[src/rtl/serial_magnitude_compare_ctrl.sv]
// serial_magnitude_compare_ctrl
// Compares two unsigned (3*DIGITS)-bit operands one 3-bit digit per cycle, MSB first.
// The first unequal digit from the top decides the result.
//
// Ports:
//   clk        rising-edge clock
//   rst        synchronous active-high reset
//   start      request, sampled only in IDLE
//   A, B       operands, latched on the accepting edge
//   busy       high in RUN and DONE
//   done       one-cycle pulse, result valid
//   Greater    A > B
//   Less       A < B
//   Equal      A == B
//   digit_idx  digit currently being compared (debug)
//
// Optional build macro: SERIAL_CMP_EARLY_EXIT_EN
//   defined   -> RUN ends on the first unequal digit (data-dependent latency)
//   undefined -> always DIGITS compare cycles (constant-time)
module serial_magnitude_compare_ctrl #(
   parameter int unsigned DIGITS = 4,
   localparam int unsigned W  = 3 * DIGITS,
   localparam int unsigned IW = (DIGITS > 1) ? $clog2(DIGITS) : 1
) (
   input  logic          clk,
   input  logic          rst,
   input  logic          start,
   input  logic [W-1:0]  A,
   input  logic [W-1:0]  B,
   output logic          busy,
   output logic          done,
   output logic          Greater,
   output logic          Less,
   output logic          Equal,
   output logic [IW-1:0] digit_idx
);

   localparam logic [1:0] IDLE = 2'd0;
   localparam logic [1:0] RUN  = 2'd1;
   localparam logic [1:0] DONE = 2'd2;

   logic [1:0]   state;
   logic [W-1:0] a_q;
   logic [W-1:0] b_q;
   logic         decided;
   logic [2:0]   a_dig;
   logic [2:0]   b_dig;
   logic         last_step;

   // Digit mux over the latched operands.
   always_comb begin
      a_dig = 3'd0;
      b_dig = 3'd0;
      for (int d = 0; d < int'(DIGITS); d++) begin
         if (digit_idx == IW'(d)) begin
            a_dig = a_q[3*d +: 3];
            b_dig = b_q[3*d +: 3];
         end
      end
   end

`ifdef SERIAL_CMP_EARLY_EXIT_EN
   // Leave RUN as soon as a digit decides the result.
   assign last_step = (digit_idx == '0) || (!decided && (a_dig != b_dig));
`else
   assign last_step = (digit_idx == '0);
`endif

   always_ff @(posedge clk) begin
      if (rst) begin
         state     <= IDLE;
         a_q       <= '0;
         b_q       <= '0;
         decided   <= 1'b0;
         Greater   <= 1'b0;
         Less      <= 1'b0;
         Equal     <= 1'b0;
         digit_idx <= '0;
      end else begin
         case (state)
            IDLE: begin
               if (start) begin
                  a_q       <= A;
                  b_q       <= B;
                  digit_idx <= IW'(DIGITS - 1);
                  Greater   <= 1'b0;
                  Less      <= 1'b0;
                  Equal     <= 1'b0;
                  decided   <= 1'b0;
                  state     <= RUN;
               end
            end
            RUN: begin
               if (!decided && (a_dig > b_dig)) begin
                  Greater <= 1'b1;
                  decided <= 1'b1;
               end
               if (!decided && (a_dig < b_dig)) begin
                  Less    <= 1'b1;
                  decided <= 1'b1;
               end
               if (last_step) begin
                  state <= DONE;
                  // Nothing differed in any digit, including this one.
                  if (!decided && (a_dig == b_dig)) begin
                     Equal <= 1'b1;
                  end
               end else begin
                  digit_idx <= digit_idx - 1'b1;
               end
            end
            DONE: begin
               state <= IDLE;
            end
            default: begin
               state <= IDLE;
            end
         endcase
      end
   end

   assign busy = (state != IDLE);
   assign done = (state == DONE);

endmodule

[config.mk]
export PLATFORM = sky130hd
export DESIGN_NAME = serial_magnitude_compare_ctrl
export DESIGN_NICKNAME = d
export VERILOG_FILES = /design/src/rtl/serial_magnitude_compare_ctrl.sv
export SDC_FILE = /design/constraint.sdc
export NUM_CORES = 1
export LEC_CHECK = 0
export CORE_ASPECT_RATIO = 0.5
export CORE_MARGIN = 1
export CORE_UTILIZATION = 48
export DETAILED_ROUTE_END_ITERATION = 8
export PLACE_DENSITY = 0.77
export SLEW_MARGIN = 20
export SYNTH_ARGS = -nofsm -noshare
export SYNTH_HDL_FRONTEND = slang
export SYNTH_SLANG_ARGS = --single-unit
[constraint.sdc]
create_clock -name clk -period 2.5 [get_ports clk]
set_clock_uncertainty 0.1 [all_clocks]
set_input_delay 0.375 -clock clk [delete_from_list [all_inputs] [get_ports clk]]
set_output_delay 0.375 -clock clk [all_outputs]
set_load 0.05 [all_outputs]
==> results summary, run 1 <==
TritonCTS built the clock tree. The count of endpoints failing hold in the final timing report came out at 0. In the routed layout, each cell is associated on average with a via count of 5.33.

The count of final setup violators came out at 0. The congestion estimate from routability-driven global placement came to 0.852. The areal power density over the cells came out at 676 mW/mm^2. The post-synth net total came out at 224. The synthesized design spends more area on one cell type than any other, namely sky130_fd_sc_hd__dfxtp_1. The remaining design rule violation count came out at 0. The share of synthesized area in the top cell type comes to 0.428.

Among all cell types in the netlist, the one instantiated most often is sky130_fd_sc_hd__nand2_1. In the synthesized netlist the async set-or-reset flop fraction comes to 0. The mean instance size in the synthesized netlist is 7.87 sq um. The region available for standard cell placement spans 0.00277 sq mm. The number of synthesized register bits is 32. The relative slew slack came out at 0.651. The CTS H-tree depth is 2. The initial antenna violation count is 0. The minimum clock period after layout came out at 2270 ps. Setup repair after global routing left no endpoint under its margin. The row count came out at 13.

The number of nets still failing antenna checks after routing is 0. After synthesis, the most frequently instantiated cells are 56 x sky130_fd_sc_hd__nand2_1, 39 x sky130_fd_sc_hd__a21oi_1, 32 x sky130_fd_sc_hd__dfxtp_1. The port buffer count came out at 33. The total leakage power is 0.725 nW. The number of maximum-capacitance constraint violations is 0. After clock tree synthesis, the clock-pin slew on the worst setup and hold paths is 60 ps. The count of TritonRoute iterations in the first routing pass came out at 4.

Counting both buffers and inverters, the worst setup path holds a total of 1. The worst setup path is launched from a flop. The distinct cell type count after synthesis is 29.

After synthesis the cells add up to 0.00150 sq mm. The signal on the critical path passes through inv_1 -> ha_2 -> nand2_1 -> o21ai_0 -> a22oi_1 -> ha_1 -> nand2_1 -> o21ai_0 -> a311oi_1. The average detailed-routed wire length per instance came out at 13.4 microns. The share of final-layout standard cells stronger than drive strength 1 is 0.0776. The type of the tightest min-delay check is flop to flop. For the pin with the worst max-slew slack, the measured transition is 522 ps.

The share of the Yosys chip area taken by registers is 0.428. Among all flip-flop cells after synthesis, the most frequent one is sky130_fd_sc_hd__dfxtp_1. In the post-synthesis netlist, the biggest area contributors are sky130_fd_sc_hd__dfxtp_1 43%, sky130_fd_sc_hd__nand2_1 14%, sky130_fd_sc_hd__a21oi_1 13%, sky130_fd_sc_hd__ha_1 5.9%, sky130_fd_sc_hd__o21ai_0 2.3%. The gate family responsible for the most delay along the worst path is compound AO/OA/AOI/OAI gates. The number of warnings issued by yosys came out at 0.

The largest voltage drop on the vdd net came out at 0.398 mV. The overall via count from detail_route is 1365. The clock network latency to the later pin of the worst-skew pair came out at 280 ps. The fmax came out at 440 MHz.

In the global route stage, overall resource usage came out at 0.227. The data arrival time of the critical path is 2310 ps. The number of buffers inserted by post-CTS setup repair is 0.

The net count of the finished layout is 255. The design draws 1.28 mW. The run finished with clean final reports. The master of the slowest instance on the critical path is sky130_fd_sc_hd__o21ai_0. The peak fanout along the critical path is 9.

The clock tree buffer depth is 2. Detailed placement ended at an HPWL of 2370 microns. The via count of the first global-routing pass is 1265. The number of buffers created by CTS came out at 5.

The width of the die is 80.9 microns. In the finished design, the share of the clock period the worst path needs comes to 0.908. The final total negative setup slack is 0 ps. The first-pass GRT wire length came out at 5700 microns. The initial standard-cell utilization of the core came out at 0.541. The overall overflow remaining after global route is 0. The critical path is of the flop to flop type. The full die area is 0.00336 sq mm. On the worst path, the slowest cell contributes a delay of 380 ps.

In this run the clock root is driven by a sky130_fd_sc_hd__clkbuf_8. CTS saw 32 sinks. The worst setup path is captured at a flop. The synthesized instance count came out at 190. The count of antenna diodes in the layout came out at 0. The die span in y is 41.5 microns. At the worst endpoint, the required time is 2530 ps. The count of flip-flops with a built-in enable after synthesis is 0. Entering global routing, the biggest net connects 33 pins. Pin placement for this block handled 34 I/O pins. The DRC marker count from the first detailed-route iteration is 70. The area growth from synthesis to layout is 26.9%. The wire length after detailed routing came out at 3430 microns. The final max-slew violation count came out at 0.
final cells by class:
cell class | count | area, sq um
Inverter | 9 | 33.8
Sequential cell | 32 | 643
Multi-Input combinational cell | 137 | 753
Timing Repair Buffer | 36 | 353
Tap cell | 37 | 46.3
Clock buffer | 5 | 68.8
Fill cell | 245 | 867
sequential cells by signal, indices dropped and copies added, names as in the netlist:
signal / count
digit_idx: 2
a_q: 12
state: 2
Greater: 1
b_q: 12
Less: 1
Equal: 1
decided: 1
what timing repair did:
action,4_1_cts,5_1_grt
endpoints found under the setup margin,0,3
resized for setup,0,3
hold buffers,0,0
metal layers:
| layer | part of all wire | track usage | vias up |
|---|---|---|---|
| met5 | 0 | 0 | - |
| met4 | 0.010 | 0.0929 | 0 |
| met3 | 0.070 | 0.0879 | 5 |
| met2 | 0.43 | 0.326 | 43 |
| met1 | 0.48 | 0.305 | 621 |
| li1 | - | - | 696 |
stage by stage:
| step | cell area (sq um) | hold slack, ps | instances | worst slack, ps | utilization |
|---|---|---|---|---|---|
| 2_1_floorplan | 1500 | 336 | 190 | 160 | - |
| 3_3_place_gp | 1820 | 345 | 251 | 335 | 0.659 |
| 3_5_place_dp | 1820 | 350 | 251 | 189 | 0.659 |
| 4_1_cts | 1890 | 358 | 256 | 181 | 0.684 |
| 5_1_grt | 1900 | 377 | 256 | 71.5 | 0.686 |
| 6_report | 1900 | 356 | 256 | 229 | 0.686 |
where the power goes:
group	total [mW]	internal, mW	switching [mW]	leakage [nW]
combinational	0.351	0.149	0.202	0.426
clock	0.350	0.179	0.171	0.0359
sequential	0.582	0.552	0.0299	0.263
final timing paths:
path	from	end	slack (ps)	depth (start not counted)
worst max-delay path	digit_idx[0]	decided	230	9
worst min-delay path	b_q[9]	b_q[9]	360	2
worst max register to register	digit_idx[0]	decided	230	9
worst min register to register	b_q[9]	b_q[9]	360	2
placed cells by master, fill, tap and decap left out, drive strengths merged:
cell type,count
or3b,1
nor2,4
and3,1
nor3,1
a21oi,39
dfxtp,32
a41oi,1
ha,7
nor2b,2
a21o,1
a22o,3
clkbuf,5
o2bb2ai,1
inv,9
o21ai,8
buf,3
or2,1
nand2b,1
or4b,1
and3b,1
clkdlybuf4s50,33
nand3b,1
nand2,56
a22oi,3
nor3b,2
a311oi,1
a221oi,1
tightest hold or removal path, stage by stage, from the launching register on:
cell and delay (ps):
sky130_fd_sc_hd__dfxtp_1 310, sky130_fd_sc_hd__nand2_1 50, sky130_fd_sc_hd__a21oi_1 50
logic make-up (layout without fill, tap and decap cells):
kind of cell | count (synthesis) | in the layout | synth area share
compound gates | 58 | 58 | 0.218
fa+ha+maj | 7 | 7 | 0.0586
buf+inv | 21 | 50 | 0.0728
flops | 32 | 32 | 0.428
simple gates | 72 | 72 | 0.222
(Power assumes the default switching activity.)
==> inputs of run 2 (changes only) <==
--- a/config.mk
+++ b/config.mk
@@ -5,7 +5,7 @@
 export SDC_FILE = /design/constraint.sdc
 export NUM_CORES = 1
 export LEC_CHECK = 0
-export CORE_ASPECT_RATIO = 0.5
+export CORE_ASPECT_RATIO = 0.7
 export CORE_MARGIN = 1
 export CORE_UTILIZATION = 48
 export DETAILED_ROUTE_END_ITERATION = 8
==> results summary, run 2 (synthesis results as in run 1) <==
The average detailed-routed wire length per instance came out at 13.5 microns. The final-stage net count came out at 255. The overall fraction of global-route tracks in use is 0.237. The count of instances resized after the clock tree is built is 0.

The startpoint identified for the worst register-to-register timing path is digit_idx[0]. The initial antenna violation count came out at 0. At the worst endpoint, the required time is 2600 ps. The analysis attributes to cell leakage a power of 0.735 nW. The largest registers in the layout are a_q x12, b_q x12. Of the cells placed in the final design, the portion with a size suffix greater than 1 is 0.0679.

The row count came out at 16. Subtracting the final worst setup slack from the clock period gives 2330 ps. The mean number of vias per cell is 5.45. The count of endpoints failing hold in the final timing report came out at 0.

The origin of the worst min-delay path is a_q[6]. The via count of the first global-routing pass came out at 1316. The width of the die is 68.7 microns.

The area growth from synthesis to layout is 26.9%. The floorplan core area came out at 0.00288 sq mm. The top-level I/O count is 34. The initial utilization of the core area, before any placement, comes to 0.519. The final total negative setup slack came out at 0 ps. The number of buffers created by CTS is 5. The clock tree synthesis step divided the H-tree into 2 levels.

The number of clock sinks seen by CTS is 32. The most common cell after layout, fill and taps aside is sky130_fd_sc_hd__nand2_1. Including well taps, the total number of placed cells is 250. After global routing the overflow that remains totals 0.

TritonCTS built the clock tree. The first-pass GRT wire length is 5730 microns. The end point of the most critical hold path is a_q[6]. The wire length after detailed routing is 3460 microns. The full die area is 0.00335 sq mm. The number of cell instances on the worst register-to-register path is 9. The CTS clock-pin slew for the worst setup and hold paths is 60 ps.

The largest voltage drop on the vdd net came out at 0.375 mV. The cell chosen for the clock root is sky130_fd_sc_hd__clkbuf_8. The hold buffer count at cts is 0. The filler-free cell count of the finished design is 257.

The DRC marker count from the first detailed-route iteration came out at 97. In this run the register-to-register setup slack is 170 ps. In this run the tightest slew margin relative to its limit is 0.429. The port buffer count came out at 33.

The areal power density over the cells is 684 mW/mm^2. The number of maximum-capacitance constraint violations is 0. The worst hold path passes through 2 cells. Setup violations remaining at the end of the flow were counted as 0. The slew at the pin closest to its max-slew limit came out at 856 ps. The remaining design rule violation count came out at 0. The share of the clock period used by the worst path came out at 0.931. The flow ran to the end, and the final reports show no timing, DRC or antenna violations.

The data arrival time of the critical path is 2430 ps. STA classifies the critical path endpoint as a flop. The die span in y is 48.7 microns. The overall via count from detail_route is 1400. The tightest min-delay check is of the flop to flop type.

The critical path launch point type is a flop. The count of TritonRoute iterations in the first routing pass is 4. The final max-slew violation count came out at 0. The worst register-to-register path ends at decided. The placed wire-length estimate after detailed placement came out at 2470 microns. At the later pin of the worst-skew pair, clock insertion delay measures 290 ps. 0 antenna diodes ended up in the layout.

Setup repair after global routing left no endpoint under its margin. The number of buffers inserted by post-CTS setup repair came out at 0. The maximum number of pins on one net before global-route repair came out at 33. The worst setup path is of the flop to flop kind. The final RePlAce weighted congestion came out at 0.854.

The peak fanout along the critical path came out at 12. The top cell types in the final layout, fill and taps aside, are 56 x sky130_fd_sc_hd__nand2_1, 39 x sky130_fd_sc_hd__a21oi_1, 33 x sky130_fd_sc_hd__clkdlybuf4s50_1. The fmax came out at 430 MHz. The clock tree buffer depth came out at 2. The detail route stage leaves a number of antenna-violating nets equal to 0.
## run 2: power by group
part	internal [mW]	total, mW	switching (mW)	leakage (nW)
Combinational	0.148	0.346	0.199	0.430
Sequential	0.552	0.583	0.0315	0.263
Clock	0.189	0.369	0.181	0.0410
Total	0.888	1.30	0.411	0.735
## run 2: through the flow
stage,worst slack [ps],hold WS [ps],instance area (sq um),utilization,power (mW)
after floorplan,160,336,1500,-,0.827
after global placement,356,345,1820,0.632,0.920
after detailed placement,211,351,1820,0.632,0.935
after CTS,201,359,1900,0.658,1.30
after global routing,9.94,380,1900,0.658,1.37
final,173,355,1900,0.658,1.30
## run 2: layout make-up
class / count / area [sq um]
Sequential cell: 32 / 643
Clock inverter: 1 / 5.00
Timing Repair Buffer: 36 / 353
Inverter: 9 / 33.8
Clock buffer: 6 / 72.6
Fill cell: 247 / 985
Tap cell: 36 / 45.0
Multi-Input combinational cell: 137 / 746
## run 2: worst max-delay path by stage
stage	start	end	slack [ps]	cells past startpoint
floorplan	digit_idx[0]	Equal	160	10
global placement	digit_idx[0]	Equal	360	9
detailed placement	digit_idx[0]	decided	210	9
CTS	digit_idx[0]	decided	200	9
global route	digit_idx[0]	decided	10	9
finish	digit_idx[0]	decided	170	9
## run 2: routing by layer
metal,wire length (microns),GRT usage,vias up
met5,0,0,-
met4,88,0.122,0
met3,205,0.0637,10
met2,1560,0.351,48
met1,1600,0.310,641
li1,-,-,701
## run 2: critical path, cell delays in order, from the launching register on
cell and delay [ps]:
sky130_fd_sc_hd__dfxtp_2 360, sky130_fd_sc_hd__inv_1 90, sky130_fd_sc_hd__ha_1 340, sky130_fd_sc_hd__a21oi_1 160, sky130_fd_sc_hd__o21ai_0 90, sky130_fd_sc_hd__a22o_1 190, sky130_fd_sc_hd__ha_1 330, sky130_fd_sc_hd__a21oi_1 170
sky130_fd_sc_hd__o21ai_0 160, sky130_fd_sc_hd__a311oi_1 240
==> inputs of run 3 (changes only) <==
--- a/config.mk
+++ b/config.mk
@@ -5,6 +5,7 @@
 export SDC_FILE = /design/constraint.sdc
 export NUM_CORES = 1
 export LEC_CHECK = 0
+export CAP_MARGIN = 30
 export CORE_ASPECT_RATIO = 0.7
 export CORE_MARGIN = 1
 export CORE_UTILIZATION = 48
==> results of run 3 <==
The final DEF is identical to that of run 2; final timing and power are the same.
